<file path="config.mk">
export PLATFORM = sky130hd
export DESIGN_NAME = fb_port_arbiter
export DESIGN_NICKNAME = d
export VERILOG_FILES = /design/src/rtl/fb_port_arbiter_pkg.sv /design/src/rtl/fb_wr_fifo.sv /design/src/rtl/fb_port_arbiter.sv
export SDC_FILE = /design/constraint.sdc
export NUM_CORES = 1
export LEC_CHECK = 0
export CAP_MARGIN = 20
export CORE_ASPECT_RATIO = 0.75
export CORE_MARGIN = 2
export CORE_UTILIZATION = 47
export CTS_CLUSTER_DIAMETER = 60
export DETAILED_ROUTE_END_ITERATION = 10
export GPL_TIMING_DRIVEN = 1
export PLACE_DENSITY = 0.73
export SYNTH_ARGS = -nofsm -noshare
export SYNTH_HDL_FRONTEND = slang
export SYNTH_SLANG_ARGS = --single-unit
export TNS_END_PERCENT = 1
</file>
<file path="constraint.sdc">
create_clock -name clk -period 2.1 [get_ports clk]
set_input_delay 0.42 -clock clk [delete_from_list [all_inputs] [get_ports clk]]
set_output_delay 0.42 -clock clk [all_outputs]
set_load 0.03 [all_outputs]
</file>
<file path="src/rtl/fb_port_arbiter_pkg.sv">
// Shared definitions for the frame-buffer port arbiter: slot encoding,
// read-pipeline depth and frame geometry.
package fb_port_arbiter_pkg;

    // What the single RAM port does in a given cycle.
    typedef enum logic [1:0] {
        IDLE     = 2'd0,
        READ     = 2'd1,
        WRITE    = 2'd2,
        FORCE_WR = 2'd3
    } slot_e;

    // Cycles from rd_req to rd_data/rd_valid.
    localparam int READ_LAT = 3;

    // Frame-buffer geometry (160x120, one RGB444 pixel per word).
    localparam int FB_WIDTH  = 160;
    localparam int FB_HEIGHT = 120;
    localparam int FB_PIXELS = 19200;

    // True for slots that consume the head of the write FIFO.
    function automatic logic slot_pops(input slot_e slot);
        return (slot == WRITE) || (slot == FORCE_WR);
    endfunction

endpackage

</file>
<file path="src/rtl/fb_wr_fifo.sv">
// Small synchronous FIFO that buffers camera writes until the arbiter
// finds a free RAM slot. DEPTH must be a power of two and at least 2.
// Pointers carry one extra MSB so that full and empty are distinguishable
// when the index bits match; wrap-around is plain binary overflow.
module fb_wr_fifo #(
    parameter int WIDTH = 27,
    parameter int DEPTH = 4
) (
    input  logic             clk,
    input  logic             rst_n,
    input  logic             push,
    input  logic [WIDTH-1:0] push_data,
    input  logic             pop,
    output logic             full,
    output logic             empty,
    output logic [WIDTH-1:0] head
);

    localparam int IDX_W = $clog2(DEPTH);
    localparam int PTR_W = IDX_W + 1;

    logic [PTR_W-1:0] wr_ptr;
    logic [PTR_W-1:0] rd_ptr;
    logic [WIDTH-1:0] store [DEPTH];

    logic do_push;
    logic do_pop;

    assign do_push = push && !full;
    assign do_pop  = pop && !empty;

    assign empty = (wr_ptr == rd_ptr);
    assign full  = (wr_ptr[IDX_W] != rd_ptr[IDX_W]) &&
                   (wr_ptr[IDX_W-1:0] == rd_ptr[IDX_W-1:0]);
    assign head  = store[rd_ptr[IDX_W-1:0]];

    // Pointer update; reset empties the FIFO.
    // NOTE: sequential state uses non-blocking (<=) so every flop samples
    // pre-edge values regardless of statement order.
    always_ff @(posedge clk) begin
        if (!rst_n) begin
            wr_ptr <= '0;
            rd_ptr <= '0;
        end else begin
            if (do_push) wr_ptr <= wr_ptr + 1'b1;
            if (do_pop)  rd_ptr <= rd_ptr + 1'b1;
        end
    end

    // Entry storage.
    // NOTE: the storage array is deliberately not reset; an entry is only
    // ever read after it has been written, and a resettable array costs
    // far more than it buys.
    always_ff @(posedge clk) begin
        if (do_push) store[wr_ptr[IDX_W-1:0]] <= push_data;
    end

endmodule

</file>
<file path="src/rtl/fb_port_arbiter.sv">
// Shares the single-port frame-buffer RAM between display reads (strict
// priority, fixed latency) and buffered camera writes (drained in idle
// slots). A starvation guard steals one read slot for a write when the
// write FIFO has been full for STARVE_LIM cycles; the displaced read is
// still answered on time, flagged with rd_miss and the previous pixel.
module fb_port_arbiter
    import fb_port_arbiter_pkg::*;
#(
    parameter int ADDR_W     = 15,
    parameter int DATA_W     = 12,
    parameter int FIFO_DEPTH = 4,
    parameter int STARVE_LIM = 8
) (
    input  logic              clk,
    input  logic              rst_n,
    // display read side
    input  logic              rd_req,
    input  logic [ADDR_W-1:0] rd_addr,
    output logic [DATA_W-1:0] rd_data,
    output logic              rd_valid,
    output logic              rd_miss,
    // camera write side
    input  logic              wr_valid,
    input  logic [ADDR_W-1:0] wr_addr,
    input  logic [DATA_W-1:0] wr_data,
    output logic              wr_ready,
    // frame-buffer RAM port
    output logic              mem_en,
    output logic              mem_we,
    output logic [ADDR_W-1:0] mem_addr,
    output logic [DATA_W-1:0] mem_wdata,
    input  logic [DATA_W-1:0] mem_rdata,
    // statistics
    input  logic              clr_stats,
    output logic [15:0]       ovf_count
);

    localparam int ENTRY_W = ADDR_W + DATA_W;
    localparam int SC_W    = $clog2(STARVE_LIM + 1);
    localparam int PIPE_W  = READ_LAT - 1;

    // ------------------------------------------------------------------
    // Write buffer
    // ------------------------------------------------------------------
    logic               fifo_full;
    logic               fifo_empty;
    logic [ENTRY_W-1:0] fifo_head;
    logic [ADDR_W-1:0]  head_addr;
    logic [DATA_W-1:0]  head_data;
    logic               push;
    logic               pop;
    logic               drop;

    // No same-cycle bypass: a pop only frees space for the next cycle.
    // Gating with rst_n keeps wr_ready low for the whole reset period.
    assign wr_ready = rst_n && !fifo_full;
    assign push     = wr_valid && wr_ready;
    assign drop     = wr_valid && !wr_ready;

    assign {head_addr, head_data} = fifo_head;

    fb_wr_fifo #(
        .WIDTH (ENTRY_W),
        .DEPTH (FIFO_DEPTH)
    ) u_wr_fifo (
        .clk       (clk),
        .rst_n     (rst_n),
        .push      (push),
        .push_data ({wr_addr, wr_data}),
        .pop       (pop),
        .full      (fifo_full),
        .empty     (fifo_empty),
        .head      (fifo_head)
    );

    // ------------------------------------------------------------------
    // Slot decision
    // ------------------------------------------------------------------
    logic [SC_W-1:0] starve_cnt;
    logic            starved;
    slot_e           slot;

    assign starved = (starve_cnt == SC_W'(STARVE_LIM)) && !fifo_empty;

    // Pick this cycle's RAM slot: forced write, then read, then drain.
    // NOTE: every always_comb output gets a default first so no path
    // leaves it unassigned and infers a latch.
    always_comb begin
        slot = IDLE;
        if (starved)          slot = FORCE_WR;
        else if (rd_req)      slot = READ;
        else if (!fifo_empty) slot = WRITE;
    end

    assign pop = slot_pops(slot);

    // Count consecutive full-FIFO cycles with no pop, saturating at the limit.
    always_ff @(posedge clk) begin
        if (!rst_n) begin
            starve_cnt <= '0;
        end else if (pop || !fifo_full) begin
            starve_cnt <= '0;
        end else if (starve_cnt != SC_W'(STARVE_LIM)) begin
            starve_cnt <= starve_cnt + 1'b1;
        end
    end

    // ------------------------------------------------------------------
    // RAM port: register the chosen slot onto the bus one cycle later
    // ------------------------------------------------------------------
    // Drive the RAM port; address/data hold through idle slots.
    always_ff @(posedge clk) begin
        if (!rst_n) begin
            mem_en    <= 1'b0;
            mem_we    <= 1'b0;
            mem_addr  <= '0;
            mem_wdata <= '0;
        end else begin
            mem_en <= (slot != IDLE);
            mem_we <= pop;
            unique case (slot)
                READ: begin
                    mem_addr <= rd_addr;
                end
                WRITE, FORCE_WR: begin
                    mem_addr  <= head_addr;
                    mem_wdata <= head_data;
                end
                default: begin
                end
            endcase
        end
    end

    // ------------------------------------------------------------------
    // Read return pipeline
    // ------------------------------------------------------------------
    // Stage 0 lines up with the RAM bus cycle, stage PIPE_W-1 with the
    // cycle mem_rdata is valid; the output register is the last stage.
    logic [PIPE_W-1:0] iss_valid;
    logic [PIPE_W-1:0] iss_miss;
    logic [PIPE_W-1:0] valid_shift_in;
    logic [PIPE_W-1:0] miss_shift_in;

    if (PIPE_W > 1) begin : g_deep_pipe
        assign valid_shift_in = {iss_valid[PIPE_W-2:0], rd_req};
        assign miss_shift_in  = {iss_miss[PIPE_W-2:0], rd_req && (slot == FORCE_WR)};
    end else begin : g_short_pipe
        assign valid_shift_in = rd_req;
        assign miss_shift_in  = rd_req && (slot == FORCE_WR);
    end

    // Shift issue flags and capture returning pixels; reset squashes
    // anything in flight. A displaced read keeps the previous pixel.
    always_ff @(posedge clk) begin
        if (!rst_n) begin
            iss_valid <= '0;
            iss_miss  <= '0;
            rd_valid  <= 1'b0;
            rd_miss   <= 1'b0;
            rd_data   <= '0;
        end else begin
            iss_valid <= valid_shift_in;
            iss_miss  <= miss_shift_in;
            rd_valid  <= iss_valid[PIPE_W-1];
            rd_miss   <= iss_miss[PIPE_W-1];
            if (iss_valid[PIPE_W-1] && !iss_miss[PIPE_W-1]) begin
                rd_data <= mem_rdata;
            end
        end
    end

    // ------------------------------------------------------------------
    // Overflow statistics
    // ------------------------------------------------------------------
    // Saturating count of dropped camera pixels; a clear beats a drop.
    always_ff @(posedge clk) begin
        if (!rst_n) begin
            ovf_count <= '0;
        end else if (clr_stats) begin
            ovf_count <= '0;
        end else if (drop && (ovf_count != 16'hFFFF)) begin
            ovf_count <= ovf_count + 1'b1;
        end
    end

endmodule

</file>
==> metrics.cfg <==
[layout]
finalInstanceArea_sq_mm=0.00934
final_cells=863
fillerInstances=1051
layout-drive-gt1-share_pct=16.6
n_antenna_cell=0
ff_latch_area_sq_mm=0.00475
multiInputGateArea_sq_mm=0.00214
nets=717
area_growth_pct=34.0

[yosys]
ys_seq_area_share_pct=68.0
syn-instance-count=510
avgSynthCellArea_sq_um=13.7
async_reset_ff_share_pct=0
syn_area_sq_mm=0.00698
synth-main-ff-cell=edfxtp_1
synth_edf_count=108
synth_nets=577
synth.distinct_cells=37
ys_seq_elements=183
yosysWarnings=0

[worst_setup_path]
arrival_ns=1.61
end_kind=primary output
crit_type=flop to primary output
startpoint_type=flop
path_max_fanout=4
crit_required_ns=1.68

[sta]
slew_violations=0
hold_viol=0
finalCritPeriodShare_pct=96.8
slew-limit-headroom_pct=51.1
finalSetupViolations=0
fmax_mhz=492
finClkSkew_ns=0.00734
worstMarginPinSlew_ns=0.732
min_period_ns=2.03

[grt]
grt_pass1_wl_mm=24.0
antenna_found_initial=1
overflow=0
grt_max_degree=32
grt_use_total_pct=20.4
first_global_vias=4504

[clocking]
clk_latency_ns=0.43
cts_buffer_depth=2
h-tree-depth=4
tritoncts=built
holdBufCountCts=0
clock_sinks=183
clock-root-buffer=clkbuf_16
numCtsBuffers=17
clk_pin_slew_worst_paths_ns=0.06

[floorplanning]
die_height_microns=110
die_area_sq_mm=0.0158
rows=38
start_util_pct=48.1
pin_count=119
die_w_microns=145
core_sq_mm=0.0145

[run_status]
status=finished clean

[route]
routedWlPerCell_microns=17.7
vias=4526
ant_nets=0
dr.pass1.iters=5
wl_mm=15.2
drt_iter0_drc=216
drt-vias-per-instance=5.24
drc=0

[power_and_ir_drop]
power-per-cell-area_mw_per_mm2=959
p_leak_nw=3.17
peakVddDrop_uv=678

[flow_run]
drv_cap=0

[place]
dp_cells=830
gp_congestion=0.886
dpl.hpwl_mm=10.2
port_buffers=118
placed_area_sq_mm=0.00867

[hold_path]
min_path_type=flop to flop

-- final timing paths --
kind | start | to | slack, ns | cells past startpoint
worst max-delay path | u_wr_fifo.wr_ptr[2]$_SDFFE_PN0P_ | wr_ready | 0.07 | 5
worst min-delay path | iss_valid[0]$_SDFF_PN0_ | iss_valid[1]$_SDFF_PN0_ | 0.44 | 1
worst max register to register | ovf_count[7]$_SDFFE_PP0P_ | ovf_count[9]$_SDFFE_PP0P_ | 0.16 | 6
worst min register to register | iss_valid[0]$_SDFF_PN0_ | iss_valid[1]$_SDFF_PN0_ | 0.44 | 1
-- cells in the mapped netlist (all sizes together), types with 2 or more instances --
master	n	area share, %
nor2b	2	0.18
o21ai	15	1.1
nand3	14	1.0
xor2	3	0.38
xnor2	16	2.0
a211oi	5	0.54
a31oi	17	1.5
nor2	25	1.3
nand2b	2	0.18
edfxtp	108	46
buf	6	0.41
clkbuf	20	1.1
and3	8	0.72
mux2i	2	0.29
ha	8	1.4
a21oi	30	2.2
mux4	27	8.7
a21o	3	0.32
a2111oi	3	0.83
nand2	92	5.0
inv	11	0.59
dfxtp	75	22
and2	6	0.54
-- worst max-delay path: stages (launching register included) --
cell	delay, ns
dfxtp_2	0.36
xor2_2	0.18
buf_4	0.16
a31oi_4	0.18
buf_4	0.15
buf_4	0.15
-- layout make-up --
cell class	count	area share (%)
clock inverter	15	2.17
tap	200	2.68
multi-input combinational	290	22.9
sequential	183	50.9
inverter	11	0.442
timing repair buffer	147	16.4
clock buffer	17	4.55
-- state kept, by name, indices dropped and copies added, names as in the netlist, 2 cells and up, named ones only --
signal            flops
u_wr_fifo.wr_ptr      3
starve_cnt            4
u_wr_fifo.store     108
mem_wdata            12
rd_data              12
iss_valid             2
u_wr_fifo.rd_ptr      3
ovf_count            16
iss_miss              2
mem_addr             15
-- what timing repair did --
action / in CTS / in global routing
pin swaps: 1 / 0
gates resized for setup: 6 / 4
endpoints found under the setup margin: 1 / 4
hold endpoints to repair: 0 / 0
buffers inserted: 1 / 0
-- power breakdown --
part,leakage (nW),internal [W],switching (W)
Sequential,1.60,0.00399,0.0000894
Combinational,1.29,0.000703,0.000821
Clock,0.294,0.00200,0.00136
Total,3.17,0.00669,0.00227
-- layer usage --
layer / vias up / routed length [microns] / GRT usage (%)
met5: - / 0 / 0
met4: 0 / 194 / 7.07
met3: 14 / 920 / 5.18
met2: 134 / 7370 / 33.4
met1: 2234 / 6750 / 26.9
li1: 2144 / - / -
-- cell families (layout without fill, tap and decap cells) --
family                   after synthesis  count (layout)  share of synthesized area [%]
AO/OA/AOI/OAI                         77              77                           6.96
XOR/XNOR                              19              19                           2.39
adder cells (fa/ha/maj)                8               8                           1.44
buffers and inverters                 37             190                           2.08
AND/OR/NAND/NOR                      157             157                           10.1
multiplexers                          29              29                           9.00
flip-flops                           183             183                           68.0
-- stage by stage --
| stage | hold WS (ns) | setup slack, ns | setup TNS (ns) | power (W) | util, % |
|---|---|---|---|---|---|
| finish | 0.436 | 0.0668 | 0 | 0.00896 | 64.4 |
| global route | 0.454 | -0.00310 | -0.00310 | 0.00931 | 64.4 |
| CTS | 0.439 | 0.0118 | 0 | 0.00905 | 64.3 |
| detailed placement | 0.424 | -0.0175 | -0.661 | 0.00568 | 59.8 |
| global placement | 0.420 | 0.00241 | 0 | 0.00565 | 59.8 |
| floorplan | 0.412 | 0.0983 | 0 | 0.00501 | - |
-- layout by cell type (no fill, tap or decap), types with 8 or more instances in the layout --
cell type	instances
a31oi_1	16
xnor2_1	14
clkbuf_16	17
nand3_1	14
dfxtp_1	69
inv_1	11
clkdlybuf4s50_1	116
nand2_1	92
o21ai_0	15
buf_4	19
ha_1	8
buf_12	11
a21oi_1	30
edfxtp_1	108
nor2_1	25
mux4_2	27
(Power assumes the default switching activity.)
